### src/rtl/fp32_maxmin_reduce_pkg.sv
// Shared definitions for the fp32 max/min reduction controller: FP32 field widths,
// the canonical NaN result, comparator op codes and the controller state encoding.
package fp32_maxmin_reduce_pkg;

  localparam int FP_W   = 32;
  localparam int EXP_W  = 8;
  localparam int MANT_W = 23;

  localparam logic [FP_W-1:0] QNAN = 32'hFFFF_FFFF;

  typedef enum logic [2:0] {
    CMP_GTE = 3'd0,
    CMP_GT  = 3'd1,
    CMP_EQ  = 3'd2,
    CMP_LT  = 3'd3,
    CMP_LTE = 3'd4
  } cmp_op_e;

  typedef enum logic [1:0] {
    ST_IDLE   = 2'd0,
    ST_ACCEPT = 2'd1,
    ST_WAIT   = 2'd2,
    ST_DONE   = 2'd3
  } state_e;

endpackage

### src/rtl/fp32_maxmin_reduce_if.sv
// Bundle of the element stream, comparator request/response and result stream.
// slave = reduction controller side, master = surrounding datapath / environment.
interface fp32_maxmin_reduce_if
  import fp32_maxmin_reduce_pkg::*;
#(
  parameter int IDX_W = 5
);

  logic              i_valid;
  logic [FP_W-1:0]   i_data;
  logic              i_last;
  logic              i_mode;
  logic              o_ready;

  logic              o_cmp_valid;
  logic [2:0]        o_cmp_op;
  logic [FP_W-1:0]   o_cmp_a;
  logic [FP_W-1:0]   o_cmp_b;
  logic              i_cmp_valid;
  logic              i_cmp_result;
  logic              i_cmp_nan;

  logic              o_valid;
  logic [FP_W-1:0]   o_value;
  logic [IDX_W-1:0]  o_index;
  logic              o_nan_err;
  logic              o_trunc;
  logic              i_out_ready;

  modport slave (
    input  i_valid, i_data, i_last, i_mode,
    output o_ready,
    output o_cmp_valid, o_cmp_op, o_cmp_a, o_cmp_b,
    input  i_cmp_valid, i_cmp_result, i_cmp_nan,
    output o_valid, o_value, o_index, o_nan_err, o_trunc,
    input  i_out_ready
  );

  modport master (
    output i_valid, i_data, i_last, i_mode,
    input  o_ready,
    input  o_cmp_valid, o_cmp_op, o_cmp_a, o_cmp_b,
    output i_cmp_valid, i_cmp_result, i_cmp_nan,
    input  o_valid, o_value, o_index, o_nan_err, o_trunc,
    output i_out_ready
  );

endinterface

### src/rtl/fp32_is_nan.sv
// Combinational NaN detect on the magnitude bits of an FP32 word (sign is irrelevant).
module fp32_is_nan
  import fp32_maxmin_reduce_pkg::*;
(
  input  logic [FP_W-2:0] i_abs,
  output logic            o_nan
);

  assign o_nan = (&i_abs[FP_W-2 -: EXP_W]) && (|i_abs[MANT_W-1:0]);

endmodule

### src/rtl/fp32_maxmin_reduce.sv
// Streaming max/min reduction controller; drives an external 1-cycle fp32 comparator
// with each new element against the running extreme and reports value, index and flags.
//
// state     | meaning
// ST_IDLE   | waiting for first element of a vector
// ST_ACCEPT | waiting for next element; issues comparator request on acceptance
// ST_WAIT   | waiting for comparator result for the pending element
// ST_DONE   | result presented until downstream accepts
module fp32_maxmin_reduce
  import fp32_maxmin_reduce_pkg::*;
#(
  parameter int IDX_W = 5
)(
  input  logic                  clk,
  input  logic                  rst,
  fp32_maxmin_reduce_if.slave   bus
);

  localparam int CNT_W = IDX_W + 1;
  localparam logic [CNT_W-1:0] CNT_ONE = {{IDX_W{1'b0}}, 1'b1};
  localparam logic [CNT_W-1:0] CNT_MAX = {1'b1, {IDX_W{1'b0}}};

  state_e            state_q,     state_d;
  logic [FP_W-1:0]   running_q,   running_d;
  logic [IDX_W-1:0]  index_q,     index_d;
  logic [CNT_W-1:0]  count_q,     count_d;
  logic              mode_q,      mode_d;
  logic              nan_q,       nan_d;
  logic              trunc_q,     trunc_d;
  logic [FP_W-1:0]   elem_q,      elem_d;
  logic              elem_last_q, elem_last_d;
  logic [FP_W-1:0]   cmp_a_q,     cmp_a_d;
  logic [FP_W-1:0]   cmp_b_q,     cmp_b_d;
  cmp_op_e           cmp_op_q,    cmp_op_d;
  logic              cmp_req;
  logic              first_nan;

  fp32_is_nan u_is_nan (
    .i_abs (bus.i_data[FP_W-2:0]),
    .o_nan (first_nan)
  );

  always_comb begin
    state_d     = state_q;
    running_d   = running_q;
    index_d     = index_q;
    count_d     = count_q;
    mode_d      = mode_q;
    nan_d       = nan_q;
    trunc_d     = trunc_q;
    elem_d      = elem_q;
    elem_last_d = elem_last_q;
    cmp_a_d     = cmp_a_q;
    cmp_b_d     = cmp_b_q;
    cmp_op_d    = cmp_op_q;
    cmp_req     = 1'b0;

    case (state_q)
      ST_IDLE: begin
        if (bus.i_valid) begin
          running_d = bus.i_data;
          index_d   = '0;
          count_d   = CNT_ONE;
          mode_d    = bus.i_mode;
          nan_d     = first_nan;
          trunc_d   = 1'b0;
          state_d   = bus.i_last ? ST_DONE : ST_ACCEPT;
        end
      end
      ST_ACCEPT: begin
        // Request is combinational so the registered comparator answers in WAIT.
        if (bus.i_valid) begin
          elem_d      = bus.i_data;
          elem_last_d = bus.i_last;
          cmp_req     = 1'b1;
          cmp_a_d     = bus.i_data;
          cmp_b_d     = running_q;
          cmp_op_d    = mode_q ? CMP_LT : CMP_GT;
          state_d     = ST_WAIT;
        end
      end
      ST_WAIT: begin
        if (bus.i_cmp_valid) begin
          nan_d = nan_q | bus.i_cmp_nan;
          if (bus.i_cmp_result && !nan_d) begin
            running_d = elem_q;
            index_d   = count_q[IDX_W-1:0];
          end
          count_d = count_q + CNT_ONE;
          if (elem_last_q || (count_d == CNT_MAX)) begin
            trunc_d = !elem_last_q;
            state_d = ST_DONE;
          end else begin
            state_d = ST_ACCEPT;
          end
        end
      end
      ST_DONE: begin
        if (bus.i_out_ready) begin
          state_d = ST_IDLE;
        end
      end
      default: state_d = ST_IDLE;
    endcase
  end

  always_ff @(posedge clk) begin
    if (rst) begin
      state_q     <= ST_IDLE;
      running_q   <= '0;
      index_q     <= '0;
      count_q     <= '0;
      mode_q      <= 1'b0;
      nan_q       <= 1'b0;
      trunc_q     <= 1'b0;
      elem_q      <= '0;
      elem_last_q <= 1'b0;
      cmp_a_q     <= '0;
      cmp_b_q     <= '0;
      cmp_op_q    <= CMP_GTE;
    end else begin
      state_q     <= state_d;
      running_q   <= running_d;
      index_q     <= index_d;
      count_q     <= count_d;
      mode_q      <= mode_d;
      nan_q       <= nan_d;
      trunc_q     <= trunc_d;
      elem_q      <= elem_d;
      elem_last_q <= elem_last_d;
      cmp_a_q     <= cmp_a_d;
      cmp_b_q     <= cmp_b_d;
      cmp_op_q    <= cmp_op_d;
    end
  end

  assign bus.o_ready     = (state_q == ST_IDLE) || (state_q == ST_ACCEPT);
  assign bus.o_cmp_valid = cmp_req;
  assign bus.o_cmp_a     = cmp_a_d;
  assign bus.o_cmp_b     = cmp_b_d;
  assign bus.o_cmp_op    = cmp_op_d;
  assign bus.o_valid     = (state_q == ST_DONE);
  assign bus.o_value     = nan_q ? QNAN : running_q;
  assign bus.o_index     = index_q;
  assign bus.o_nan_err   = nan_q;
  assign bus.o_trunc     = trunc_q;

endmodule

### src/flat_wrapper.sv
// flat-port wrapper written by rule: the top's interface ports become plain ports
module fp32_maxmin_reduce_flat import fp32_maxmin_reduce_pkg::*;
#(
  parameter int IDX_W = 5
)
  (clk, rst, bus_i_valid, bus_i_data, bus_i_last, bus_i_mode, bus_o_ready, bus_o_cmp_valid, bus_o_cmp_op, bus_o_cmp_a, bus_o_cmp_b, bus_i_cmp_valid, bus_i_cmp_result, bus_i_cmp_nan, bus_o_valid, bus_o_value, bus_o_index, bus_o_nan_err, bus_o_trunc, bus_i_out_ready);
  fp32_maxmin_reduce_if #(.IDX_W(IDX_W)) bus_i ();
  input  logic clk;
  input  logic rst;
  input wire logic [$bits(bus_i.i_valid)-1:0] bus_i_valid;
  input wire logic [$bits(bus_i.i_data)-1:0] bus_i_data;
  input wire logic [$bits(bus_i.i_last)-1:0] bus_i_last;
  input wire logic [$bits(bus_i.i_mode)-1:0] bus_i_mode;
  output wire logic [$bits(bus_i.o_ready)-1:0] bus_o_ready;
  output wire logic [$bits(bus_i.o_cmp_valid)-1:0] bus_o_cmp_valid;
  output wire logic [$bits(bus_i.o_cmp_op)-1:0] bus_o_cmp_op;
  output wire logic [$bits(bus_i.o_cmp_a)-1:0] bus_o_cmp_a;
  output wire logic [$bits(bus_i.o_cmp_b)-1:0] bus_o_cmp_b;
  input wire logic [$bits(bus_i.i_cmp_valid)-1:0] bus_i_cmp_valid;
  input wire logic [$bits(bus_i.i_cmp_result)-1:0] bus_i_cmp_result;
  input wire logic [$bits(bus_i.i_cmp_nan)-1:0] bus_i_cmp_nan;
  output wire logic [$bits(bus_i.o_valid)-1:0] bus_o_valid;
  output wire logic [$bits(bus_i.o_value)-1:0] bus_o_value;
  output wire logic [$bits(bus_i.o_index)-1:0] bus_o_index;
  output wire logic [$bits(bus_i.o_nan_err)-1:0] bus_o_nan_err;
  output wire logic [$bits(bus_i.o_trunc)-1:0] bus_o_trunc;
  input wire logic [$bits(bus_i.i_out_ready)-1:0] bus_i_out_ready;
  assign bus_i.i_valid = bus_i_valid;
  assign bus_i.i_data = bus_i_data;
  assign bus_i.i_last = bus_i_last;
  assign bus_i.i_mode = bus_i_mode;
  assign bus_o_ready = bus_i.o_ready;
  assign bus_o_cmp_valid = bus_i.o_cmp_valid;
  assign bus_o_cmp_op = bus_i.o_cmp_op;
  assign bus_o_cmp_a = bus_i.o_cmp_a;
  assign bus_o_cmp_b = bus_i.o_cmp_b;
  assign bus_i.i_cmp_valid = bus_i_cmp_valid;
  assign bus_i.i_cmp_result = bus_i_cmp_result;
  assign bus_i.i_cmp_nan = bus_i_cmp_nan;
  assign bus_o_valid = bus_i.o_valid;
  assign bus_o_value = bus_i.o_value;
  assign bus_o_index = bus_i.o_index;
  assign bus_o_nan_err = bus_i.o_nan_err;
  assign bus_o_trunc = bus_i.o_trunc;
  assign bus_i.i_out_ready = bus_i_out_ready;
  fp32_maxmin_reduce #(.IDX_W(IDX_W)) u_core (.clk(clk), .rst(rst), .bus(bus_i));
endmodule
### config.mk
export PLATFORM = sky130hd
export DESIGN_NAME = fp32_maxmin_reduce_flat
export DESIGN_NICKNAME = d
export VERILOG_FILES = /design/src/rtl/fp32_maxmin_reduce_pkg.sv /design/src/rtl/fp32_maxmin_reduce_if.sv /design/src/rtl/fp32_is_nan.sv /design/src/rtl/fp32_maxmin_reduce.sv /design/src/flat_wrapper.sv
export SDC_FILE = /design/constraint.sdc
export NUM_CORES = 1
export LEC_CHECK = 0
export CORE_MARGIN = 10
export CORE_UTILIZATION = 53
export CTS_CLUSTER_DIAMETER = 100
export DETAILED_ROUTE_END_ITERATION = 7
export PLACE_DENSITY_LB_ADDON = 0.15
export SLEW_MARGIN = 10
export SYNTH_ARGS = -nofsm -noshare
export SYNTH_HDL_FRONTEND = slang
export SYNTH_SLANG_ARGS = --single-unit
### constraint.sdc
create_clock -name clk -period 5.49 [get_ports clk]
set_input_delay 1.098 -clock clk [delete_from_list [all_inputs] [get_ports clk]]
set_output_delay 1.098 -clock clk [all_outputs]
set_load 0.05 [all_outputs]
==> reports/results.tsv <==
stage	metric	value	unit
power_and_ir_drop	Power Dens Cells	400.1	mW/mm^2
critical_path	worst reg2reg setup slack	2.45	ns
sta	Final WS setup	0.7886	ns
sta	Max Clk Rate	212.7	MHz
power_and_ir_drop	NetSw	0.001103	W
global_routing	Tot GR Track Use	20.61	%
layout	commonest non-fill, non-tap cell in the layout	nand2_1	
clock_tree	Max clock buf depth	2	
clock_tree	post-CTS setup buffers	0	
power_and_ir_drop	LEAKAGE	3.261	nW
layout	most frequent cells in the layout	nand2_1 (199), dfxtp_1 (148), clkdlybuf4s50_1 (115), a21oi_1 (77), nor2_1 (42)	
detailed_routing	Vias	5448	
sta	Slew headroom	22.70	%
yosys	Synth area leaders	dfxtp_1 (49%), nand2_1 (13%), a21oi_1 (6.4%), mux2_2 (6.4%), a311oi_1 (4.8%)	
sta	minimum clock period	4.701	ns
clock_tree	worst skew pair latency	0.42	ns
run	Max Cap Viol	0	
detailed_routing	WL per Instance	16.85	um
power_and_ir_drop	combinational power share	29.7	%
critical_path	WP data arrival	3.60	ns
hold_path	HP Class	reg -> reg	
global_routing	global-route wire length before repair	27370	um
die	Initial Util	54.65	%
global_routing	initial antenna violation count	0	
yosys	post-synth top area share	49.36	%
yosys	Warnings, synthesis	0	
global_routing	number of global-route vias before repair	5356	
sta	Final Skew	0.007686	ns
die	area of the core	0.01098	sq mm
critical_path	R2R cell count	5	
die	die area	0.01598	sq mm
layout	post-route cell area	0.007948	sq mm
die	# IOs	150	
sta	RSZ-0062 raised after global routing	no	
detailed_routing	WL final	16730	um
clock_tree	Root Buffer	clkbuf_16	
critical_path	CP max FO	34	
critical_path	Data required, critical path	4.39	ns
die	Die W	126.4	um
yosys	Mapped Cells	720	
place	HPWL after DPL	11410	um
yosys	Primary FF master, synth	dfxtp_1	
clock_tree	H-tree levels	4	
status	status	completed	
place	pre-CTS setup slack	0.7609	ns
clock_tree	# clock sinks	148	
global_routing	total gr overflow	0	
place	port bufs	149	
detailed_routing	antenna-violating nets left	0	
power_and_ir_drop	Seq pwr share	38.4	%
hold_path	Min-Delay Path Depth	2	
yosys	synthesized flop and latch total	148	
yosys	async set-reset flop share out of synthesis	0	%
power_and_ir_drop	maximum vdd drop	0.0002273	V
yosys	cell taking the most area after synthesis	dfxtp_1	
place	Post-DP Area	0.007437	sq mm
die	Chip Height	126.4	um
global_routing	largest net degree at the start of global routing	103	
power_and_ir_drop	Sw Ratio	34.68	%
sta	Fin Setup TNS	0	ns
clock_tree	hold_buf cts	0	
yosys	mapped cell area	0.006002	sq mm
yosys	syn_area_per_cell	8.336	sq um
clock_tree	CTS Buf Count	17	
sta	endpoints failing setup	0	
clock_tree	# resized after CTS	0	
detailed_routing	Via density	5.486	
layout	fin util	72.36	%
layout	Ant. Diodes	0	
sta	ratio of final minimum period to clock period	85.64	%
detailed_routing	DRC viols	0	
sta	final hold violation count	0	
detailed_routing	DR iter-0 viols	400	
layout	layout cells sized above 1	15.83	%
detailed_routing	first-pass detailed-route iteration total	5	
sta	actual slew at the worst max-slew pin	1.158	ns
critical_path	critical path endpoint category	output pin	
yosys	post-synth cell types	41	
clock_tree	CTS tree	built	
yosys	Post-synth EDFFs	0	
power_and_ir_drop	internal power	0.002077	W
yosys	syn_nets	762	
place	Final GP Congestion	0.8490	
power_and_ir_drop	Clock power frac	31.9	%
layout	Area growth syn-to-layout	32.42	%
layout	Layout Nets	885	
die	Rows	38	
clock_tree	Worst-path clk slew	0.06	ns
yosys	sequential area share after synthesis	49.36	%
sta	Slew Viols, Final	0	
critical_path	WS Path Type	in -> out	
critical_path	CP Launch Type	input port	
==> cell usage after synthesis, drive strengths merged, types with 8 or more instances <==
library cell and n:
a21oi 77, a311oi 33, buf 11, clkbuf 41, dfxtp 148, mux2 34
nand2 200, nand2b 8, nor2 42, nor2b 38, o21ai 8, or2 32
==> final cells by class <==
class / count / area (sq um)
fill: 858 / 3035
sequential: 148 / 2963
multi-input combinational: 516 / 2825
timing repair buffer: 156 / 1459
clock buffer: 24 / 481.7
tap: 140 / 175.2
clock inverter: 5 / 28.78
inverter: 4 / 15.01
==> kinds of logic after synthesis <==
logic type	share of synthesized area, %
fa+ha+maj	0.2084
buf+inv	3.815
compound gates	13.82
flops	49.36
xor+xnor	0.1460
mux	6.546
simple gates	26.10
==> state kept, by name, indices dropped and copies added, names as in the netlist, 2 cells and up <==
name and count:
u_core.bus.o_index 5, u_core.cmp_a_q 32, u_core.cmp_b_q 32, u_core.cmp_op_q 3, u_core.count_q 6, u_core.elem_q 32
u_core.running_q 32, u_core.state_q 2
==> path summary, 6_finish.rpt <==
kind	from	endpoint
max	bus_i_valid	bus_o_cmp_a[25]
min	u_core.elem_q[21]	u_core.elem_q[21]
min reg2reg	u_core.elem_q[21]	u_core.elem_q[21]
max reg2reg	u_core.bus.o_nan_err	u_core.running_q[18]
==> metal layers <==
layer	vias up	wire length (um)	part of all wire, %	global-route usage [%]
met5	-	0	0	0
met4	0	252	1.5	7.234
met3	20	1377	8.2	7.205
met2	187	8082	48	33.57
met1	2571	7018	42	24.67
li1	2670	-	-	-
==> power groups by stage <==
stage	clock network, W	registers, W	logic (W)
finish	0.00101	0.00122	0.000944
global route	0.00107	0.00123	0.00101
CTS	0.00102	0.00122	0.000950
detailed placement	0	0.00124	0.000944
global placement	0	0.00124	0.000935
floorplan	0	0.00121	0.000671
==> through the flow <==
step                total power, W  hold slack [ns]  cells
floorplan                 0.001883           0.4366    720
global route              0.003305           0.4774    993
global placement          0.002171           0.4419    964
finish                    0.003180           0.4544    993
CTS                       0.003196           0.4536    993
detailed placement        0.002186           0.4465    964
==> critical path, stage by stage <==
cell             delay, ns
clkdlybuf4s50_1       0.49
nor2b_1               0.21
nand2_4               0.18
clkinv_1              0.87
nand2_1               0.42
nand2_1               0.12
buf_4                 0.21
Note: power is estimated with default switching activity, not from simulation.
